==> src/rtl/serial_code_pkg.sv <==
// serial_code_pkg
//   Shared types and constants for serial_code_sender.
//   - state_t   : sender FSM states
//   - CODE_W    : width of the serialized code (bounded by the pin budget)
//   - IN_* / OUT_* : bit positions inside the io_in / io_out pin bundles
package serial_code_pkg;

   typedef enum logic [1:0] {
      IDLE  = 2'd0,
      SHIFT = 2'd1,
      GAP   = 2'd2
   } state_t;

   localparam int CODE_W = 4;

   // io_in bit positions
   localparam int IN_CLK     = 0;
   localparam int IN_RST     = 1;
   localparam int IN_START   = 2;
   localparam int IN_CODE_LO = 3;
   localparam int IN_REPEAT  = 7;

   // io_out bit positions
   localparam int OUT_SDATA   = 0;
   localparam int OUT_VALID   = 1;
   localparam int OUT_BUSY    = 2;
   localparam int OUT_DONE    = 3;
   localparam int OUT_BIDX_LO = 4;
   localparam int OUT_FCNT_LO = 6;

endpackage

==> src/rtl/start_edge_detect.sv <==
// start_edge_detect
//   Registers a level input every cycle and produces a combinational
//   rising-edge pulse (level high now, low on the previous cycle).
// Ports:
//   clk   - clock
//   rst   - synchronous, active-high reset (clears the history flop)
//   level - switch level to watch
//   rise  - high for the cycle in which level is first seen high
module start_edge_detect (
   input  logic clk,
   input  logic rst,
   input  logic level,
   output logic rise
);

   logic level_q;

   always_ff @(posedge clk) begin
      if (rst) begin
         level_q <= 1'b0;
      end else begin
         level_q <= level;
      end
   end

   assign rise = level & ~level_q;

endmodule

==> src/rtl/serial_code_sender.sv <==
// serial_code_sender
//   Latches a 4-bit code on a rising start and shifts it out MSB-first on a
//   single serial line, followed by GAP_CYCLES zero cycles. With repeat high
//   at the end of a frame the latched code is re-sent with no dead cycle.
// Parameters:
//   GAP_CYCLES - zero cycles after each code, legal range 1..15
// Ports (pin bundles):
//   io_in[0]   clk        io_out[0]   sdata
//   io_in[1]   rst        io_out[1]   valid
//   io_in[2]   start      io_out[2]   busy
//   io_in[6:3] code       io_out[3]   done
//   io_in[7]   repeat     io_out[5:4] bit_idx
//                         io_out[7:6] frame_cnt
// Stream semantics: there is no back-pressure. valid is high exactly in the
// cycles where sdata carries a code bit; the receiver must take that bit in
// that cycle. bit_idx names which code bit is on sdata while valid is high.
module serial_code_sender
   import serial_code_pkg::*;
#(
   parameter int GAP_CYCLES = 3
) (
   input  logic [7:0] io_in,
   output logic [7:0] io_out
);

   localparam logic [1:0] BIT_MSB  = 2'(CODE_W - 1);
   localparam logic [3:0] GAP_LOAD = 4'(GAP_CYCLES - 1);

   logic              clk;
   logic              rst;
   logic              start;
   logic [CODE_W-1:0] code;
   logic              repeat_en;
   logic              start_pulse;

   assign clk       = io_in[IN_CLK];
   assign rst       = io_in[IN_RST];
   assign start     = io_in[IN_START];
   assign code      = io_in[IN_CODE_LO +: CODE_W];
   assign repeat_en = io_in[IN_REPEAT];

   start_edge_detect u_start_edge (
      .clk   (clk),
      .rst   (rst),
      .level (start),
      .rise  (start_pulse)
   );

   state_t            state, state_n;
   logic [CODE_W-1:0] code_l, code_l_n;
   logic [CODE_W-1:0] shreg, shreg_n;
   logic [1:0]        bit_idx, bit_idx_n;
   logic [3:0]        gap_cnt, gap_cnt_n;
   logic [1:0]        frame_cnt, frame_cnt_n;
   logic              done_n;
   logic [7:0]        out_n, out_q;

   always_comb begin
      state_n     = state;
      code_l_n    = code_l;
      shreg_n     = shreg;
      bit_idx_n   = bit_idx;
      gap_cnt_n   = gap_cnt;
      frame_cnt_n = frame_cnt;
      done_n      = 1'b0;

      case (state)
         IDLE: begin
            if (start_pulse) begin
               code_l_n  = code;
               shreg_n   = code;
               bit_idx_n = BIT_MSB;
               state_n   = SHIFT;
            end
         end
         SHIFT: begin
            shreg_n = {shreg[CODE_W-2:0], 1'b0};
            if (bit_idx == 2'd0) begin
               gap_cnt_n = GAP_LOAD;
               state_n   = GAP;
            end else begin
               bit_idx_n = bit_idx - 2'd1;
            end
         end
         GAP: begin
            if (gap_cnt == 4'd0) begin
               // Frame end: repeat is sampled only here, so dropping it
               // mid-frame lets the current frame finish first.
               done_n      = 1'b1;
               frame_cnt_n = frame_cnt + 2'd1;
               if (repeat_en) begin
                  shreg_n   = code_l;
                  bit_idx_n = BIT_MSB;
                  state_n   = SHIFT;
               end else begin
                  state_n = IDLE;
               end
            end else begin
               gap_cnt_n = gap_cnt - 4'd1;
            end
         end
         default: begin
            state_n = IDLE;
         end
      endcase
   end

   // Outputs are decoded from next-state values and registered, so each
   // pin reflects the state entered at the same edge with no glitches.
   always_comb begin
      out_n                       = '0;
      out_n[OUT_SDATA]            = (state_n == SHIFT) & shreg_n[CODE_W-1];
      out_n[OUT_VALID]            = (state_n == SHIFT);
      out_n[OUT_BUSY]             = (state_n != IDLE);
      out_n[OUT_DONE]             = done_n;
      out_n[OUT_BIDX_LO +: 2]     = (state_n == SHIFT) ? bit_idx_n : 2'd0;
      out_n[OUT_FCNT_LO +: 2]     = frame_cnt_n;
   end

   always_ff @(posedge clk) begin
      if (rst) begin
         state     <= IDLE;
         code_l    <= '0;
         shreg     <= '0;
         bit_idx   <= 2'd0;
         gap_cnt   <= 4'd0;
         frame_cnt <= 2'd0;
         out_q     <= 8'h00;
      end else begin
         state     <= state_n;
         code_l    <= code_l_n;
         shreg     <= shreg_n;
         bit_idx   <= bit_idx_n;
         gap_cnt   <= gap_cnt_n;
         frame_cnt <= frame_cnt_n;
         out_q     <= out_n;
      end
   end

   assign io_out = out_q;

endmodule

==> config.mk <==
export PLATFORM = sky130hd
export DESIGN_NAME = serial_code_sender
export DESIGN_NICKNAME = d
export VERILOG_FILES = /design/src/rtl/serial_code_pkg.sv /design/src/rtl/start_edge_detect.sv /design/src/rtl/serial_code_sender.sv
export SDC_FILE = /design/constraint.sdc
export NUM_CORES = 1
export LEC_CHECK = 0
export CORE_MARGIN = 8
export CORE_UTILIZATION = 45
export CTS_BUF_LIST = sky130_fd_sc_hd__clkbuf_2
export DETAILED_ROUTE_END_ITERATION = 10
export PLACE_DENSITY = 0.66
export SLEW_MARGIN = 20
export SYNTH_ARGS = -nofsm -noshare
export SYNTH_HDL_FRONTEND = slang
export SYNTH_SLANG_ARGS = --single-unit
==> constraint.sdc <==
create_clock -name io_in -period 4.5 [get_ports io_in]
set_input_delay 0.9 -clock io_in [delete_from_list [all_inputs] [get_ports io_in]]
set_output_delay 0.9 -clock io_in [all_outputs]
set_load 0.01 [all_outputs]
== Yosys cells after proc, flatten, opt, wreduce, memory -nomap -nowiden ==
Index checks and enable logic that the tools add are counted.

* $add $sub $neg: 3
* $mul: 0
* Divide/modulo/power cells: 0
* Magnitude comparators: 0
* Eq/ne operators: 8
* Shift-type cells: 0
* Muxes and demuxes: 20
* Bitwise operators: 5
* Reduce and logical (&&, ||, !) cells: 11

{| class="wikitable"
|+ Operators with widths
! kind !! count
|-
| $mux 4 || 5
|-
| $mux 2 || 9
|-
| $pmux 2 s3 || 2
|-
| $pmux 4 s3 || 1
|-
| $ne 2x2->1 const B || 5
|-
| $pmux 4 s2 || 1
|-
| $eq 2x1->1 const B || 2
|-
| $logic_not 2->1 || 2
|-
| $logic_not 4->1 || 1
|-
| $reduce_and 4->1 || 1
|-
| $reduce_bool 2->1 || 2
|-
| $reduce_or 2->1 || 2
|-
| $sub 4x1->4 const B || 1
|-
| $not 1->1 || 3
|-
| $reduce_and 3->1 || 1
|-
| $reduce_bool 3->1 || 1
|-
| $add 2x1->2 const B || 1
|-
| $and 1x1->1 || 2
|-
| $eq 2x2->1 const B || 1
|-
| $mux 1 || 2
|-
| $reduce_and 2->1 || 1
|-
| $sub 2x1->2 const B || 1
|}

* Flip-flop bits (word level): 27
* Latch bits: 0
* Memory bits (writable): 0
* ROM bits: 0
* Input bits: 8
* Output and inout port bits: 8
* Word-level logic and storage cells: 58
* Memories kept: 0

== Depth between registers and ports, before layout ==
* Depth in word-level cells: 7
* Depth in mapped cells: 6
* Gate-level depth less buffers: 6

== Hierarchy ==
A second synthesis with hierarchy kept.

* Cells, all modules: 113
* Area total of the unflattened synthesis: 1,082.3 µm²

{| class="wikitable"
|+ Modules (own cells, without submodules)
! module !! instances !! cells each !! area an instance (µm²) !! sequential area each (µm²)
|-
| serial_code_sender || 1 || 110 || 1,034.7 || 480.5
|-
| start_edge_detect || 1 || 3 || 47.5 || 20.0
|}

== Worst setup path before layout ==
No wires, ideal clock.

* Path type: register to register
* From: register gap_cnt[0]
* To: register bit_idx[0]
* Setup time: 0.135 ns
* Data arrival time: 1.471 ns
* Data required time: 4.365 ns
* Setup slack: 2.894 ns
* Stages on the path, launching flop included: 7
* Path buffers: 0
* Clock period less this slack: 1.606 ns
* Cells stage by stage: dfxtp_1 -> inv_1 -> ha_1 -> nor3b_2 -> and3_1 -> a2111oi_0 -> nor2_1

* Cells in the longest elaborated chain, start to end: 3

{| class="wikitable"
|+ RTL lines
! element !! line !! source
|-
| start: declaration || serial_code_sender.sv:53 || <nowiki>logic [3:0] gap_cnt, gap_cnt_n;</nowiki>
|-
| start signal: assignment || serial_code_sender.sv:134 || <nowiki>gap_cnt <= gap_cnt_n;</nowiki>
|-
| $logic_not 4->1 || serial_code_sender.sv:86 || <nowiki>if (gap_cnt == 4'd0) begin</nowiki>
|-
| $mux 2 || serial_code_sender.sv:86 ||
|-
| $pmux 2 s3 || serial_code_sender.sv:67 || <nowiki>case (state)</nowiki>
|-
| end signal: assignment || serial_code_sender.sv:133 || <nowiki>bit_idx <= bit_idx_n;</nowiki>
|-
| end: declaration || serial_code_sender.sv:52 || <nowiki>logic [1:0] bit_idx, bit_idx_n;</nowiki>
|}

Every way passes these cells.
A chain may end at the register's enable or synchronous reset.

==> results.toml <==
[run_status]
status = "finished, violations left"
violations = "DRC"

[timing]
slew_viol_final = 0
maxSlewHeadroom = 0.604
rsz0062_at_grt = "no"
layout_setup_ws_ps = 1110
finClkSkew_ps = 14.6
tightest_slew_ps = 591
finalSetupTns_ps = 0
hold_viol = 0
setup_viol = 0

[floorplanning]
core_area_sq_um = 2230
dieArea_sq_um = 4230
die_x_um = 65.0
initial_core_util = 0.484
io_pins = 16
die_h_um = 65.0
num_rows = 17

[logic_synthesis]
synth_top_area_share = 0.463
ys_ff_latch = 25
syn_area_per_cell_sq_um = 9.74
ys_warn_count = 0
synth_top_area_cell = "dfxtp_1"
seq_area_frac_synth = 0.463
synth-async-reset-ratio = 0
yosys_most_used_dff = "dfxtp_1"
synth-edff-count = 0
synth.most_common_cell = "dfxtp_1"
yosys.cell_types.count = 38
yosys-top-cells-count = "25 x dfxtp_1, 17 x nor2_1, 6 x a21oi_1"
synthCells = 111
mappedNetlistNets = 121
synth.area.top_cells = "dfxtp_1 46%, nor2_1 5.9%, mux2i_1 4.6%, nor4b_4 4.4%, a21oi_1 2.8%"
syn-cell-area_sq_um = 1080

[final_layout]
nets = 184
drive_above_1_share = 0.423
area_growth_pct = 44.4
fillers = 184
final_cells = 217
antennaDiodeCount = 0
finalInstanceArea_sq_um = 1560

[critical_path]
worstSetupPathType = "clock port to flop"
critical_path_required_ps = 4800
cp-start-kind = "clock port"
crit_path_end_kind = "flop"
path_max_fanout = 5
critical_path_arrival_ps = 3690

[power]
totalPowerFinal_w = 0.00149
pwr_density_cell_nw_per_um2 = 955
leakage_nw = 0.791
peakVddDrop_uv = 646

[route]
ant_nets = 0
drtIter0Drc = 330
routed_wl_mm = 3.54
vias_per_cell = 5.73
vias = 1244
drc = 97
post_drt_wl_per_cell_um = 16.3
dr.pass1.iters = 11

[clock_tree]
cts_resized = 0
postCtsSetupBuffers = 0
clock_latency_ps = 360
cts_hold_buf = 0
clk_pin_slew_ps = 230
cts_tree = "built"

[run]
maxCapViolCount = 0

[worst_hold_path]
hold_path.class = "clock port to flop"

[placement]
placed_area_sq_um = 1160
port-buffer-count = 8
gp_congestion = 0.851
dp_slack_ps = 1420
place_inst = 142
dp.final_hpwl_mm = 1.55

[global_route]
grt_pass1_wl_mm = 6.36
grt_pass1_vias = 1757
antenna_found_initial = 0
grt_use_total = 0.192
grt_max_degree = 14
grt_overflow_total = 0
where the power goes:
part           switching (W)        total, W  internal, W
Sequential                 0        0.000248     0.000248
Clock               0.000606         0.00124     0.000637
Combinational              0  0.000000000127            0
cells by family (layout without fill, tap and decap cells):
family          count (synthesis)  after routing  synth area share
xor+xnor                        2              2            0.0162
simple gates                   44             44             0.249
mux                             5              5            0.0463
flops                          25             25             0.463
buf+inv                        10             88            0.0498
fa+ha+maj                       2              2            0.0231
compound gates                 23             23             0.153
layer usage:
metal | GRT usage | wire length (um) | share of wire
met1 | 0.0976 | 1200 | 0.34
met2 | 0.171 | 1470 | 0.42
met3 | 0.299 | 596 | 0.17
met4 | 0.362 | 269 | 0.076
met5 | 0.0250 | 0 | 0
flip-flops by register name, summed over array words and instances (netlist names):
register              cells
bit_idx                   2
state                     2
code_l                    4
frame_cnt                 2
shreg                     4
io_out                    6
gap_cnt                   4
u_start_edge.level_q      1
path summary, 6_finish.rpt:
path	startpoint	to	slack (ps)	cells past startpoint
worst max register to register	state[0]	bit_idx[0]	2340	8
worst min register to register	shreg[0]	shreg[0]	490	2
worst min-delay path	io_in[3]	code_l[0]	20	4
worst max-delay path	io_in[2]	state[0]	1110	11
final cells by class:
class | count | area (sq um) | area share
Multi-Input combinational cell | 76 | 527 | 0.337
Inverter | 3 | 11.3 | 0.00721
Timing Repair Buffer | 8 | 80.1 | 0.0513
Clock buffer | 71 | 355 | 0.228
Tap cell | 28 | 35.0 | 0.0224
Clock inverter | 6 | 52.6 | 0.0337
Sequential cell | 25 | 500 | 0.321
through the flow:
step                hold slack (ps)   util
floorplan                       128      -
global placement               69.1  0.520
detailed placement             69.1  0.520
CTS                            36.6  0.699
global route                  0.333  0.699
finish                         15.1  0.699
cells in the final DEF, fill, tap and decap left out, types with 3 or more instances in the layout:
cell / count
nor2b_1: 3
clkdlybuf4s50_1: 8
nand2_1: 3
dfxtp_1: 25
inv_1: 5
nand3_1: 5
mux2i_1: 5
o21ai_0: 4
a21oi_1: 6
clkbuf_2: 71
or3_1: 3
nor2_1: 17
worst max-delay path: stages:
cell and delay (ps):
clkbuf_2 90, clkbuf_2 110, nor4b_4 120, clkbuf_2 150, clkbuf_2 170, a31oi_2 200
a221o_1 210, clkbuf_2 120, clkbuf_2 120, clkbuf_2 110, inv_1 40
No activity file was read; power rests on OpenSTA's default activity.
==> variant (same settings) <==
The package constant `OUT_BIDX_LO` goes from 4 to 3.
--- a/src/rtl/serial_code_pkg.sv
+++ b/src/rtl/serial_code_pkg.sv
@@ -26,5 +26,5 @@
    localparam int OUT_BUSY    = 2;
    localparam int OUT_DONE    = 3;
-   localparam int OUT_BIDX_LO = 4;
+   localparam int OUT_BIDX_LO = 3;
    localparam int OUT_FCNT_LO = 6;
 
Function: changed (Yosys sat finds a counterexample within 4 cycles, from zero or initial values).
==> variant against the unedited design <==
The flow now stops in global routing; area after synthesis up 6.4%.
==> variant: results (changes against the unedited design) <==
\begin{tabular}{lr}
\hline
Metric & Value \\
\hline
\multicolumn{2}{l}{\textbf{Status}} \\
\quad Error that stopped the run & [ERROR GRT-0229] Vertical edge usage exceeds the maximum allowed. (3, 3) usage=2713 limit=2200 \\
\quad Fail Step & global routing \\
\quad Status & aborted with a tool error \\
\multicolumn{2}{l}{\textbf{Placement}} \\
\quad RD Place Congestion & 0.9005 (+5.9\%) \\
\quad HPWL after detailed placement & 1636 um (+5.5\%) \\
\quad Placed Cells incl. Taps & 152 (+7.0\%) \\
\quad Port Buffers & 7 (-1) \\
\multicolumn{2}{l}{\textbf{Global routing}} \\
\quad Pin count of the biggest net entering global routing & 13 \\
\multicolumn{2}{l}{\textbf{Synth}} \\
\quad Synthesized net count & 135 (+12\%) \\
\quad Register bit total from synthesis & 24 (-4.0\%) \\
\quad Portion of the post-synthesis area used by sequential elements & 41.78\% (-4.5 points) \\
\quad Mux share of post-synthesis cell area & 4.461\% (-0.17 points) \\
\quad Most area-consuming cells after synthesis & sky130\_fd\_sc\_hd\_\_dfxtp\_1, sky130\_fd\_sc\_hd\_\_ha\_1, sky130\_fd\_sc\_hd\_\_nor2\_1, sky130\_fd\_sc\_hd\_\_mux2i\_1, sky130\_fd\_sc\_hd\_\_o2bb2ai\_1 \\
\quad Mean Syn Cell Area & 9.503 um2 (-2.4\%) \\
\quad Yosys warns & 0 (unchanged) \\
\quad Number of distinct standard cells referenced by the synthesized netlist & 39 (+2.6\%) \\
\quad Post-synth top cells & sky130\_fd\_sc\_hd\_\_dfxtp\_1, sky130\_fd\_sc\_hd\_\_nor2\_1, sky130\_fd\_sc\_hd\_\_inv\_1 \\
\quad Async S/R FF share, synth & 0\% (unchanged) \\
\quad Xor-xnor portion of the synthesized cell area & 3.808\% (+2.2 points) \\
\quad Post-synthesis compound-gate area fraction & 20.57\% (+5.3 points) \\
\quad Share of synthesized cell area in full adder, half adder and majority cells & 6.529\% (+4.2 points) \\
\multicolumn{2}{l}{\textbf{CTS}} \\
\quad Post-CTS Setup Bufs & 0 (unchanged) \\
\quad Gates resized, CTS repair & 0 (unchanged) \\
\hline
\end{tabular}
variant: cell types whose count changed after synthesis, sizes merged, moves of 3 or more:
cell	delta
nand3	-3
a21oi	-4
o2bb2ai	+4
or3	-3
ha	+4
variant: cells by family after synthesis:
family | after synthesis
compound gates | 28
xor+xnor | 5
fa+ha+maj | 6
buf+inv | 13
flops | 24
mux | 5
other cells | 1
simple gates | 39
variant: through the flow:
step | hold WS, ns | setup WS (ns) | cell area [um2] | util, %
CTS | 0.003947 | 0.8101 | 1780 | 72.53
detailed placement | 0.07161 | 1.310 | 1226 | 49.95
global placement | 0.07161 | 1.310 | 1226 | 49.95
floorplan | 0.07161 | 1.361 | 1150 | -
